<file path="config.mk">
export PLATFORM = sky130hd
export DESIGN_NAME = game_score_ctrl
export DESIGN_NICKNAME = d
export VERILOG_FILES = /design/src/rtl/game_score_ctrl.sv
export SDC_FILE = /design/constraint.sdc
export NUM_CORES = 1
export LEC_CHECK = 0
export ABC_CLOCK_PERIOD_IN_PS = 11300
export CAP_MARGIN = 10
export CORE_MARGIN = 2
export CORE_UTILIZATION = 50
export DETAILED_ROUTE_END_ITERATION = 16
export PLACE_DENSITY = 0.7
export SLEW_MARGIN = 20
export SYNTH_ARGS = -nofsm -noshare
export SYNTH_HDL_FRONTEND = slang
export SYNTH_SLANG_ARGS = --single-unit
</file>
<file path="constraint.sdc">
create_clock -name clock -period 11.3 [get_ports clock]
set_input_delay 1.13 -clock clock [delete_from_list [all_inputs] [get_ports clock]]
set_output_delay 1.13 -clock clock [all_outputs]
set_load 0.02 [all_outputs]
</file>
<file path="src/rtl/game_score_ctrl.sv">
// game_score_ctrl: round timer, BCD score and lives keeper for the zombie-hit game.
// Optional `define COMBO_BONUS_EN: every 5th consecutive hit scores 2 instead of 1.
module game_score_ctrl #(
    parameter int TICK_DIV     = 50000000,
    parameter int GAME_SECONDS = 30,
    parameter int INIT_LIVES   = 3
) (
    input  logic        clock,
    input  logic        reset,
    input  logic        start,
    input  logic        hit,
    input  logic        fail,
    output logic        end_flag,
    output logic [15:0] score_bcd,
    output logic [7:0]  time_bcd,
    output logic [2:0]  lives,
    output logic [1:0]  state
);
    localparam int PW = (TICK_DIV > 1) ? $clog2(TICK_DIV) : 1;
    localparam logic [PW-1:0] PRE_MAX = PW'(TICK_DIV - 1);
    localparam logic [7:0] TIME_INIT = 8'((GAME_SECONDS / 10) * 16 + GAME_SECONDS % 10);
    localparam logic [2:0] LIVES_INIT = 3'(INIT_LIVES);

    typedef enum logic [1:0] {IDLE = 2'b00, PLAY = 2'b01, OVER = 2'b10} state_t;

    state_t st, st_n;
    logic [PW-1:0] pre, pre_n;
    logic [15:0] score_n;
    logic [7:0] time_n;
    logic [2:0] lives_n;
    logic start_q, hit_q, fail_q;
    logic start_e, hit_e, fail_e, lose_e, tick;
    logic [1:0] inc;
`ifdef COMBO_BONUS_EN
    logic [2:0] streak, streak_n;
`endif

    // Adds n to a 4-digit BCD value; a carry out of the top digit saturates at 9999
    function automatic logic [15:0] bcd_add(input logic [15:0] s, input logic [1:0] n);
        logic [15:0] r;
        logic [4:0] d;
        logic c;
        r = '0;
        c = 1'b0;
        for (int i = 0; i < 4; i++) begin
            d = {1'b0, s[4*i +: 4]} + ((i == 0) ? {3'b0, n} : {4'b0, c});
            c = d > 5'd9;
            r[4*i +: 4] = c ? 4'(d - 5'd10) : d[3:0];
        end
        return c ? 16'h9999 : r;
    endfunction

    function automatic logic [7:0] bcd_dec(input logic [7:0] t);
        return (t[3:0] == 4'd0) ? {t[7:4] - 4'd1, 4'd9} : {t[7:4], t[3:0] - 4'd1};
    endfunction

    assign start_e = start & ~start_q;
    assign hit_e   = hit & ~hit_q;
    assign fail_e  = fail & ~fail_q;
    assign lose_e  = fail_e & ~hit_e;
    assign tick    = pre == PRE_MAX;
    assign state   = st;
`ifdef COMBO_BONUS_EN
    assign inc = (streak == 3'd4) ? 2'd2 : 2'd1;
`else
    assign inc = 2'd1;
`endif

    always_ff @(posedge clock) begin
        if (reset) begin
            st        <= IDLE;
            pre       <= '0;
            score_bcd <= '0;
            time_bcd  <= TIME_INIT;
            lives     <= LIVES_INIT;
            end_flag  <= 1'b0;
            start_q   <= 1'b0;
            hit_q     <= 1'b0;
            fail_q    <= 1'b0;
`ifdef COMBO_BONUS_EN
            streak    <= '0;
`endif
        end else begin
            st        <= st_n;
            pre       <= pre_n;
            score_bcd <= score_n;
            time_bcd  <= time_n;
            lives     <= lives_n;
            end_flag  <= st_n == OVER;
            start_q   <= start;
            hit_q     <= hit;
            fail_q    <= fail;
`ifdef COMBO_BONUS_EN
            streak    <= streak_n;
`endif
        end
    end

    always_comb begin
        st_n    = st;
        pre_n   = pre;
        score_n = score_bcd;
        time_n  = time_bcd;
        lives_n = lives;
`ifdef COMBO_BONUS_EN
        streak_n = streak;
`endif
        case (st)
            IDLE: begin
                if (start_e) begin
                    st_n  = PLAY;
                    pre_n = '0;
                end
            end
            PLAY: begin
                pre_n = tick ? '0 : pre + 1'b1;
                if (tick && time_bcd != 8'h00) time_n = bcd_dec(time_bcd);
                if (hit_e) begin
                    score_n = bcd_add(score_bcd, inc);
`ifdef COMBO_BONUS_EN
                    streak_n = (streak == 3'd4) ? 3'd0 : streak + 3'd1;
`endif
                end else if (fail_e) begin
                    lives_n = (lives != 3'd0) ? lives - 3'd1 : lives;
`ifdef COMBO_BONUS_EN
                    streak_n = 3'd0;
`endif
                end
                // Timeout and last life may coincide; both just lead to OVER
                if ((tick && time_bcd == 8'h01) || (lose_e && lives == 3'd1)) st_n = OVER;
            end
            OVER: begin
                if (start_e) begin
                    st_n    = PLAY;
                    pre_n   = '0;
                    score_n = '0;
                    time_n  = TIME_INIT;
                    lives_n = LIVES_INIT;
`ifdef COMBO_BONUS_EN
                    streak_n = 3'd0;
`endif
                end
            end
            default: st_n = IDLE;
        endcase
    end
endmodule
</file>
==> summary.md, run 1 <==
| Metric | Value |
|---|---|
| CTS tree | built |
| Slew headroom | a little under a third |
| Tcrit/Tclk final | 53.88% |
| Vias per cell | 5.882 |
| Vias in the first global route | 3,047 |
| Post-synth EDFFs | 0 |
| CP peak stage delay | between 0.7 and 0.8 ns |
| Clk buf depth | 2 |
| Hold Path Class | reg2reg |
| Worst-skew pair later-pin latency | 0.34 ns |
| Int Pwr | approximately 0.34 mW |
| First-pass GRT wire length | 13,990 um |
| Max VDD drop | 0.07196 mV |
| Switching Fraction | 27.24% |
| Critical path type | reg2reg |
| Setup TNS | 0 ns |
| GRT overflow | 0 |
| Via Count | 3,347 |
| Reg2reg start | score_bcd[0] |
| Avg Cell Area, Syn | 8.083 um2 |
| Mapped Cells | 441 |
| CP arrival | 6.36 ns |
| Final Hold Vio Count | 0 |
| IO Pins | 35 |
| Mapped Nets | 466 |
| GPL Wtd Cong | 0.8806 |
| Layout cells sized above 1 | ~5.1% |
| DRT Pass-1 Iters | 5 |
| CP Capture Type | flop |
| Fin cells | approximately 570 |
| Worst Setup EP | score_bcd[7] |
| CTS Hold Bufs | 0 |
| Most common cell on crit path | ha_1 |
| Die H | between 80 and 90 um |
| Diode count | 0 |
| Syn Std Cell Area | 3565 um2 |
| Final Skew | approximately 0.0057 ns |
| Largest net degree at the start of global routing | 26 |
| Fill cells | 637 |
| Sw power | 0.1278 mW |
| Die width | between 80 and 90 um |
| Asr flop ratio synth | 0% |
| Drt first-iter violations | 319 |
| Final setup fails | 0 |
| Max-Cap Viols | 0 |
| Critical Path RT | approximately 12 ns |
| Synth area leader | dfxtp_1 |
| Synth top area cells | dfxtp_1 33%, ha_1 7.0%, xnor2_1 5.9% |
| Area Overhead vs Synth | 15.87% |
| Row cnt | 30 |
| Reg-to-reg endpoint | score_bcd[7] |
| Avg WL per Cell | 14.79 um |
| Number of synthesized register bits | 59 |
| Worst-path fanout max | 8 |
| Die Area | 7821 um2 |
| Sequential share of the synthesized area | 33.13% |
| Run status | complete, no violations |
| Worst path cell trace | inv_1 > ha_1 > inv_1 > ha_1 > a21oi_1 > o311ai_0 > ha_1 > ha_1 > or2_2 > a21oi_1 > nor3_1 > ha_1 > ha_1 > or2_2 > a21oi_1 > nor3_1 > ha_1 > ha_1 > nand2b_1 > a31oi_1 > nor3_1 > o21ai_0 > a21oi_1 |
| Worst Reg2Reg Path Length in Cells | 23 |
| Top-count cell post-synth | dfxtp_1 |
| Final slew viol count | 0 |
| Combinational share of power | a little over an eighth |
| Leakage power | 1.431 nW |
| Total Nets Final | 495 |
| Clk sinks | 59 |
| Final ANT Viol Nets | 0 |
| Clock share of power | 39.7% |
| Synth warnings | 0 |
| Critical Path Start | score_bcd[0] |
| CP max stage cell | nor3_1 |
| Root Buffer Master | clkbuf_8 |
| Starting Density | between 50% and 60% |
| Worst slew pin tran | 1.043 ns |
| Yosys cell types | 63 |
| Post-synth top cells | 59 x dfxtp_1, 47 x nor2_1, 34 x nand2_1 |
| Final wirelength | 8415 um |
| Residual DRC count | 0 |
| Antenna violations before repair | 0 |
| Core region area | 6832 um2 |
| Synth top area share | roughly a third |
| Hpwl dp | 5808 um |
| Sequential power share | between 40 and 50% |
| CTS buffer count | 9 |
| Cts repair resizes | 0 |
| Startpoint type of the worst setup path | flop |
| H-Tree Level Count | 3 |
| Placed Cells | 555 |
| Crit path time final | between 6 and 7 ns |
| Global-route usage over all layers | 22.78% |
| Post-CTS setup repair buffer count | 0 |
| Port Buffers | 34 |
| Fmax | ~160 MHz |
| Main synth FF type | dfxtp_1 |
| Reg clk slew, reported paths | 0.07 ns |
| Flop2flop setup slack | 5.21 ns |
| RSZ-0062 raised after global routing | no |
| P per Cell Area | approximately 110 nW/um2 |
[worst max-delay path: cells and delay by family (launching register included)]
| family | cells | cell delay [ns] |
|---|---|---|
| simple gates | 6 | 1.62 |
| buf+inv | 2 | 0.24 |
| fa+ha+maj | 8 | 2.26 |
| compound gates | 7 | 1.49 |
| flops | 1 | 0.42 |
[worst min-delay path by stage]
stage / startpoint / endpoint / slack (ns) / depth (start not counted)
finish: score_bcd[4] / score_bcd[4] / 0.47 / 2
global route: score_bcd[4] / score_bcd[4] / 0.51 / 2
CTS: score_bcd[4] / score_bcd[4] / 0.48 / 2
detailed placement: score_bcd[4] / score_bcd[4] / 0.47 / 2
global placement: score_bcd[4] / score_bcd[4] / 0.46 / 2
floorplan: pre[1] / pre[1] / 0.47 / 2
[power by group through the flow]
| stage | clock network, mW | logic (mW) | registers, mW |
|---|---|---|---|
| after floorplan | 0 | 0.0408 | 0.227 |
| after global placement | 0 | 0.0619 | 0.224 |
| after detailed placement | 0 | 0.0628 | 0.224 |
| after CTS | 0.191 | 0.0632 | 0.220 |
| after global routing | 0.200 | 0.0709 | 0.221 |
| final | 0.186 | 0.0631 | 0.220 |
[metal layers]
layer	vias to the layer above	track usage (%)	wire, um
li1	1661	-	-
met1	1550	30.80	3845
met2	118	35.34	3906
met3	18	6.157	521
met4	0	7.576	141
met5	-	0	0
[final cells by class]
class                           instances  area (um2)  share of cell area [%]
Multi-Input combinational cell        340        2206                   53.41
Sequential cell                        59        1181                   28.60
Timing Repair Buffer                   35       347.8                   8.422
Clock buffer                           11       141.4                   3.423
Tap cell                               96       120.1                   2.908
Inverter                               25       93.84                   2.272
Clock inverter                          3       40.04                  0.9694
[cell usage in the layout (no fill, tap or decap), drive strengths merged, types with 8 or more instances in the layout]
master and instances:
ha 20, a21oi 30, clkbuf 11, inv 24, clkdlybuf4s50 34, xnor2 24
o21ai 25, nor2b 8, nand2 34, dfxtp 59, nor3 17, nor4 10
nor2 47, nand3 15, nand2b 9, nand4 10
[flip-flops by register name, indices dropped and copies added, names as in the netlist]
register   count
time_bcd       8
start_q        1
fail_q         1
pre           26
hit_q          1
lives          3
state          2
end_flag       1
score_bcd     16
[kinds of logic (layout without fill, tap and decap cells)]
logic type               after synthesis  count (layout)  synth area share (%)
buffers and inverters                 42              74                 4.984
flip-flops                            59              59                 33.13
AO/OA/AOI/OAI                        111             111                 21.10
XOR/XNOR                              29              29                 7.125
AND/OR/NAND/NOR                      177             177                 25.76
multiplexers                           3               3                0.8775
adder cells (fa/ha/maj)               20              20                 7.020
[metrics by stage]
step	setup slack [ns]	hold slack, ns	area (um2)	utilization [%]	total power [mW]
floorplan	5.737	0.4700	3565	-	0.2681
global placement	5.500	0.4622	3949	57.80	0.2860
CTS	5.219	0.4792	4130	60.46	0.4735
finish	5.212	0.4716	4130	60.46	0.4691
detailed placement	5.258	0.4717	3949	57.80	0.2871
global route	4.675	0.5059	4130	60.46	0.4916
Power figures use the tool's default switching activity.
==> run 2, diff against run 1 <==
--- a/config.mk
+++ b/config.mk
@@ -5,12 +5,12 @@
 export SDC_FILE = /design/constraint.sdc
 export NUM_CORES = 1
 export LEC_CHECK = 0
-export ABC_CLOCK_PERIOD_IN_PS = 11300
+export ABC_CLOCK_PERIOD_IN_PS = 5350
 export CAP_MARGIN = 10
 export CORE_MARGIN = 2
 export CORE_UTILIZATION = 50
 export DETAILED_ROUTE_END_ITERATION = 16
-export PLACE_DENSITY = 0.7
+export PLACE_DENSITY = 0.73
 export SLEW_MARGIN = 20
 export SYNTH_ARGS = -nofsm -noshare
 export SYNTH_HDL_FRONTEND = slang
==> constraint.sdc (replaced) <==
create_clock -name clock -period 5.35 [get_ports clock]
set_input_delay 0.535 -clock clock [delete_from_list [all_inputs] [get_ports clock]]
set_output_delay 0.535 -clock clock [all_outputs]
set_load 0.02 [all_outputs]
==> run 2 against run 1 <==
Setup slack got worse by 5.1 ns. First-iteration DRC count decreased by 29%. Non-clock buffer count increased by 18. Count of clock-buffer cells in the layout increased by 1. Critical path type unchanged. Largest cell class unchanged.
==> summary.md, run 2 (synthesis gave the netlist of run 1 again) <==
| Metric | Value |
|---|---|
| Antenna violations before repair | 0 |
| Fin Hold WS | 0.4864 ns |
| Max Used Layer | met4 |
| Final wirelength | 8717 um |
| Most common cell after layout, fill and taps aside | dfxtp_1 |
| Wire length on met3 | ~390 um |
| Reg clk slew, reported paths | 0.07 ns |
| Sequential power share | 44.6% |
| Post-route design area | 4368 um2 |
| Worst-skew pair later-pin latency | 0.34 ns |
| Hold Path Class | reg2reg |
| GRT overflow | 0 |
| CP Capture Type | flop |
| P per Cell Area | 238.0 nW/um2 |
| Biggest register | pre |
| CTS buffer count | 9 |
| Most common cell on crit path | ha_2 |
| Final setup fails | 0 |
| CP peak stage delay | around 0.51 ns |
| GPL Wtd Cong | 0.8805 |
| Die width | 88.44 um |
| Combinational share of power | 13.5% |
| Final Skew | around 0.0081 ns |
| Top flop regs | pre (26), score_bcd (16), time_bcd (8) |
| Clk sinks | 59 |
| Final ANT Viol Nets | 0 |
| DRT Pass-1 Iters | 4 |
| Worst-path fanout max | 6 |
| CP Buf/Inv Count | 2 |
| Max-Cap Viols | 0 |
| Row cnt | 30 |
| Layout cells sized above 1 | 11.76% |
| Routed length on met2 | 4195 um |
| Sw power | between 0.2 and 0.3 mW |
| Max VDD drop | between 0.1 and 0.15 mV |
| First-pass GRT wire length | 14,280 um |
| Root Buffer Master | clkbuf_8 |
| CP max stage cell | or4b_4 |
| Avg WL per Cell | 14.80 um |
| H-Tree Level Count | 3 |
| Run status | complete, no violations |
| Switching Fraction | 27.35% |
| Worst path cell trace | buf_4 > ha_1 > xnor2_1 > ha_2 > a21oi_1 > o311ai_2 > ha_2 > ha_1 > or2_2 > a21oi_2 > nor3_1 > ha_2 > ha_4 > or2_2 > a21oi_2 > nor3_2 > ha_2 > ha_4 > nand2b_1 > a31oi_2 > nor3_1 > buf_4 > or4b_4 > a21oi_1 |
| CTS tree | built |
| Worst slew pin tran | between 1 and 1.5 ns |
| Hpwl dp | 6013 um |
| Global-route usage over all layers | a little under a quarter |
| Most frequent cells in the layout | 59 x dfxtp_1, 47 x nor2_1, 34 x nand2_1, 34 x clkdlybuf4s50_1, 27 x a21oi_1 |
| Crit path time final | approximately 5.2 ns |
| Die H | between 80 and 90 um |
| Critical Path RT | 5.62 ns |
| Largest net degree at the start of global routing | 26 |
| Starting Density | 52.18% |
| Slew headroom | approximately 30% |
| Residual DRC count | 0 |
| Startpoint type of the worst setup path | flop |
| Drt first-iter violations | 227 |
| Clk buf depth | 2 |
| CP arrival | 5.47 ns |
| IO Pins | 35 |
| Leakage power | between 1.5 and 2 nW |
| Max FFs per register | 26 |
| Tot Pwr | 1.039 mW |
| Post-DP Area | 4061 um2 |
| Vias per cell | 5.778 |
| Fmax | 192.4 MHz |
| Critical path type | reg2reg |
| Vias in the first global route | 3,176 |
| Via Count | 3,403 |
| Setup TNS | 0 ns |
| Tcrit/Tclk final | a little under 100% |
| Core region area | 6832 um2 |
| Total Nets Final | 513 |
| Int Pwr | 0.7551 mW |
| Clock share of power | 41.9% |
| Die Area | 7821 um2 |
| Final slew viol count | 0 |
| Crit path max-delay family | adder cells |
| Diode count | 0 |
| Port Buffers | 34 |
| Area Overhead vs Synth | 22.53% |
| Final Hold Vio Count | 0 |
| Met1 Wirelength | 3989 um |
-- run 2: changes by cell type in the layout (fill, tap and decap cells not counted), moves of 2 or more --
cell,delta
ha_4,+2
ha_2,+4
a21oi_2,+2
ha_1,-6
buf_4,+18
a21oi_1,-2
clkbuf_8,+2
-- run 2: repair_timing --
item                                    in CTS  in global routing
hold buffers                                 0                  0
pin swaps                                    1                 10
gates resized for setup                      0                 11
setup buffers                                0                  4
gates cloned                                 0                  0
endpoints found under the setup margin       1                 10
-- run 2: worst register-to-register path, delay by kind of cell, from the launching register on --
kind,cells,cell delay (ns)
AND/OR/NAND/NOR,7,1.50
adder cells (fa/ha/maj),8,1.77
buffers and inverters,2,0.31
XOR/XNOR,1,0.18
flip-flops,1,0.31
AO/OA/AOI/OAI,6,1.06
-- run 2: final timing paths --
| kind | startpoint | endpoint | slack (ns) | cells past startpoint |
|---|---|---|---|---|
| worst max-delay path | score_bcd[0] | score_bcd[13] | 0.15 | 24 |
| worst max register to register | score_bcd[0] | score_bcd[13] | 0.15 | 24 |
| worst min-delay path | score_bcd[4] | score_bcd[4] | 0.49 | 2 |
| worst min register to register | score_bcd[4] | score_bcd[4] | 0.49 | 2 |
-- run 2: per-stage QoR --
step | worst slack [ns] | instances | util [%]
global route | -0.05122 | 589 | 63.94
CTS | 0.03139 | 585 | 62.56
detailed placement | 0.04417 | 569 | 59.45
global placement | 0.1775 | 569 | 59.45
floorplan | 0.04055 | 441 | -
finish | 0.1512 | 589 | 63.94
-- run 2: cell type report --
type | count | area [um2]
inverters | 25 | 93.84
clock inverters | 4 | 47.55
flip-flops and latches | 59 | 1181
clock buffers | 12 | 165.2
repair buffers | 53 | 483.0
multi-input cells | 340 | 2277
well taps | 96 | 120.1
fillers | 599 | 2464
-- run 2: power groups by stage --
stage / clock network, mW / registers, mW / logic [mW]
after floorplan: 0 / 0.480 / 0.0870
after global placement: 0 / 0.472 / 0.135
after detailed placement: 0 / 0.472 / 0.138
after CTS: 0.444 / 0.462 / 0.139
after global routing: 0.463 / 0.465 / 0.155
final: 0.436 / 0.463 / 0.141
-- run 2: per-layer routing --
metal  track usage [%]  vias to the layer above
met5                 0                        -
met4             11.29                        0
met3             3.545                       13
met2             37.87                       86
met1             30.59                     1606
li1                  -                     1698
==> run 3, diff against run 2 <==
--- a/config.mk
+++ b/config.mk
@@ -11,7 +11,6 @@
 export CORE_UTILIZATION = 50
 export DETAILED_ROUTE_END_ITERATION = 16
 export PLACE_DENSITY = 0.73
-export SLEW_MARGIN = 20
 export SYNTH_ARGS = -nofsm -noshare
 export SYNTH_HDL_FRONTEND = slang
 export SYNTH_SLANG_ARGS = --single-unit
==> run 3 against run 2 <==
Clock power barely moved. Register-to-register slack barely moved. Clock skew barely moved. Sequential share of layout area barely moved. Core utilization fell by 0.091 points. Count of clock-buffer cells in the layout did not move. Non-clock buffer count did not move. Sequential cell count did not move. Final cell count did not move. Maximum frequency barely moved. Worst hold slack improved by 0.0048 ns. Largest cell class unchanged.
==> summary.md, run 3 (synthesis gave the netlist of run 1 again) <==
| Metric | Value |
|---|---|
| Fmax | 192.5 MHz |
| Critical path type | reg2reg |
| IO Pins | 35 |
| DRT Pass-1 Iters | 5 |
| Final Skew | 0.008431 ns |
| Die H | roughly 88 um |
| Top flop regs | pre (26), score_bcd (16), time_bcd (8) |
| Max-Cap Viols | 0 |
| Final wirelength | 8723 um |
| CP arrival | 5.47 ns |
| Worst Reg2Reg Path Length in Cells | 24 |
| CTS tree | built |
| Post-Place Worst Slack | 0.04417 ns |
| Run status | complete, no violations |
| Hpwl dp | 6013 um |
| Biggest register | pre |
| Worst-case hold path end point | score_bcd[12] |
| Final WS setup | 0.1557 ns |
| GRT overflow | 0 |
| Largest net degree at the start of global routing | 26 |
| P per Cell Area | ~240 nW/um2 |
| Final setup fails | 0 |
| Reg-to-reg endpoint | score_bcd[13] |
| Via Count | between 3k and 4k |
| Diode count | 0 |
| Slew headroom | 24.36% |
| First-pass GRT wire length | 14,280 um |
| Most common cell on crit path | ha_2 |
| Worst path cell trace | buf_4 > ha_1 > xnor2_1 > ha_2 > a21oi_1 > o311ai_2 > ha_2 > ha_1 > or2_2 > a21oi_2 > nor3_1 > ha_2 > ha_4 > or2_2 > a21oi_2 > nor3_2 > ha_2 > ha_4 > nand2b_1 > a31oi_2 > nor3_1 > buf_4 > or4b_4 > a21oi_1 |
| Leakage power | 1.530 nW |
| Drt first-iter violations | just over 200 |
| Avg WL per Cell | 14.81 um |
| Fin Hold WS | ~0.5 ns |
| Reg clk slew, reported paths | roughly 0.070 ns |
| Antenna violations before repair | 0 |
| Layout Utilization | between 60% and 70% |
| Hold Path Class | reg2reg |
| Port Buffers | 34 |
| Final Hold Vio Count | 0 |
| CTS Hold Bufs | 0 |
| Worst-path fanout max | 6 |
| Tot Pwr | around 1.0 mW |
| CP max stage cell | or4b_4 |
| Tcrit/Tclk final | 97.09% |
| Vias per cell | 5.874 |
| Max FFs per register | 26 |
| Crit path max-delay family | adder cells |
| Row cnt | 30 |
| Final slew viol count | 0 |
| Area Overhead vs Synth | 22.36% |
| CTS buffer count | 9 |
| H-Tree Level Count | 3 |
| Startpoint type of the worst setup path | flop |
| Starting Density | a little over half |
| Worst slew pin tran | between 1 and 1.5 ns |
| Max VDD drop | between 0.1 and 0.15 mV |
| Most frequent cells in the layout | 59 x dfxtp_1, 47 x nor2_1, 34 x nand2_1, 34 x clkdlybuf4s50_1, 27 x a21oi_1 |
| Residual DRC count | 0 |
| Root Buffer Master | clkbuf_8 |
| Layout cells sized above 1 | 11.56% |
| Worst Hold Depth | 2 |
| Fin cells | 589 |
| Core region area | between 6000 and 7000 um2 |
| CP Buf/Inv Count | 2 |
| Final ANT Viol Nets | 0 |
| Total Nets Final | 513 |
| Die width | 88.44 um |
| Hold Path Origin | score_bcd[12] |
| Vias in the first global route | 3,176 |
| Die Area | 7821 um2 |
| CP Capture Type | flop |
| Clk buf depth | 2 |
| Crit path time final | 5.194 ns |
| Worst-skew pair later-pin latency | ~0.35 ns |
| Global-route usage over all layers | 23.40% |
| Most common cell after layout, fill and taps aside | dfxtp_1 |
| Flop2flop setup slack | about 0.16 ns |
| CP peak stage delay | 0.51 ns |
| Clk sinks | 59 |
| Placed Cells | 569 |
| GPL Wtd Cong | between 0.8 and 0.9 |
| Critical Path RT | 5.63 ns |
| Reg2reg start | score_bcd[0] |
[run 3: cell types whose count changed in the layout (fill, tap and decap cells not counted)]
cell	change
nor4_1	+1
nor4_2	-1
[run 3: cell type report]
type / instances / area, um2
flip-flops and latches: 59 / 1181
multi-input cells: 340 / 2271
fillers: 598 / 2470
well taps: 96 / 120.1
clock inverters: 4 / 47.55
inverters: 25 / 93.84
repair buffers: 53 / 483.0
clock buffers: 12 / 165.2
[run 3: what timing repair did]
action | in CTS | in global routing
pin swaps | 1 | 10
resized for setup | 0 | 11
setup endpoints to repair | 1 | 10
buffers inserted | 0 | 4
gates cloned | 0 | 0
[run 3: stage by stage]
| stage | TNS (ns) | cell area [um2] |
|---|---|---|
| 6_report | 0 | 4362 |
| 5_1_grt | -0.07293 | 4362 |
| 3_5_place_dp | 0 | 4061 |
| 3_3_place_gp | 0 | 4061 |
| 2_1_floorplan | 0 | 3572 |
| 4_1_cts | 0 | 4274 |
[run 3: worst max path at each step]
| stage | depth (start not counted) | end | startpoint | slack, ns |
|---|---|---|---|---|
| detailed placement | 24 | score_bcd[13] | score_bcd[0] | 0.04 |
| global placement | 24 | score_bcd[13] | score_bcd[0] | 0.18 |
| floorplan | 23 | score_bcd[13] | score_bcd[0] | 0.04 |
| CTS | 24 | score_bcd[13] | score_bcd[0] | 0.03 |
| global route | 24 | score_bcd[13] | score_bcd[0] | -0.05 |
| finish | 24 | score_bcd[13] | score_bcd[0] | 0.16 |
[run 3: report_power, final]
part	total [mW]	switching, mW	internal, mW
Clock	0.438	0.186	0.252
Combinational	0.140	0.0872	0.0529
Sequential	0.463	0.0128	0.450
Total	1.04	0.286	0.754
[run 3: tightest hold or removal path: cells and delay by family, from the launching register on]
kind | cells | cell delay (ns)
and+or+nand+nor | 1 | 0.06
AOI/OAI and AO/OA | 1 | 0.05
DFF | 1 | 0.34
[run 3: metal layers]
layer | vias to the layer above | part of all wire [%] | wire length, um | GRT usage [%]
li1 | 1702 | - | - | -
met1 | 1618 | 45 | 3909 | 30.59
met2 | 124 | 47 | 4130 | 37.87
met3 | 16 | 5.7 | 493 | 3.545
met4 | 0 | 2.2 | 190 | 11.29
met5 | - | 0 | 0 | 0
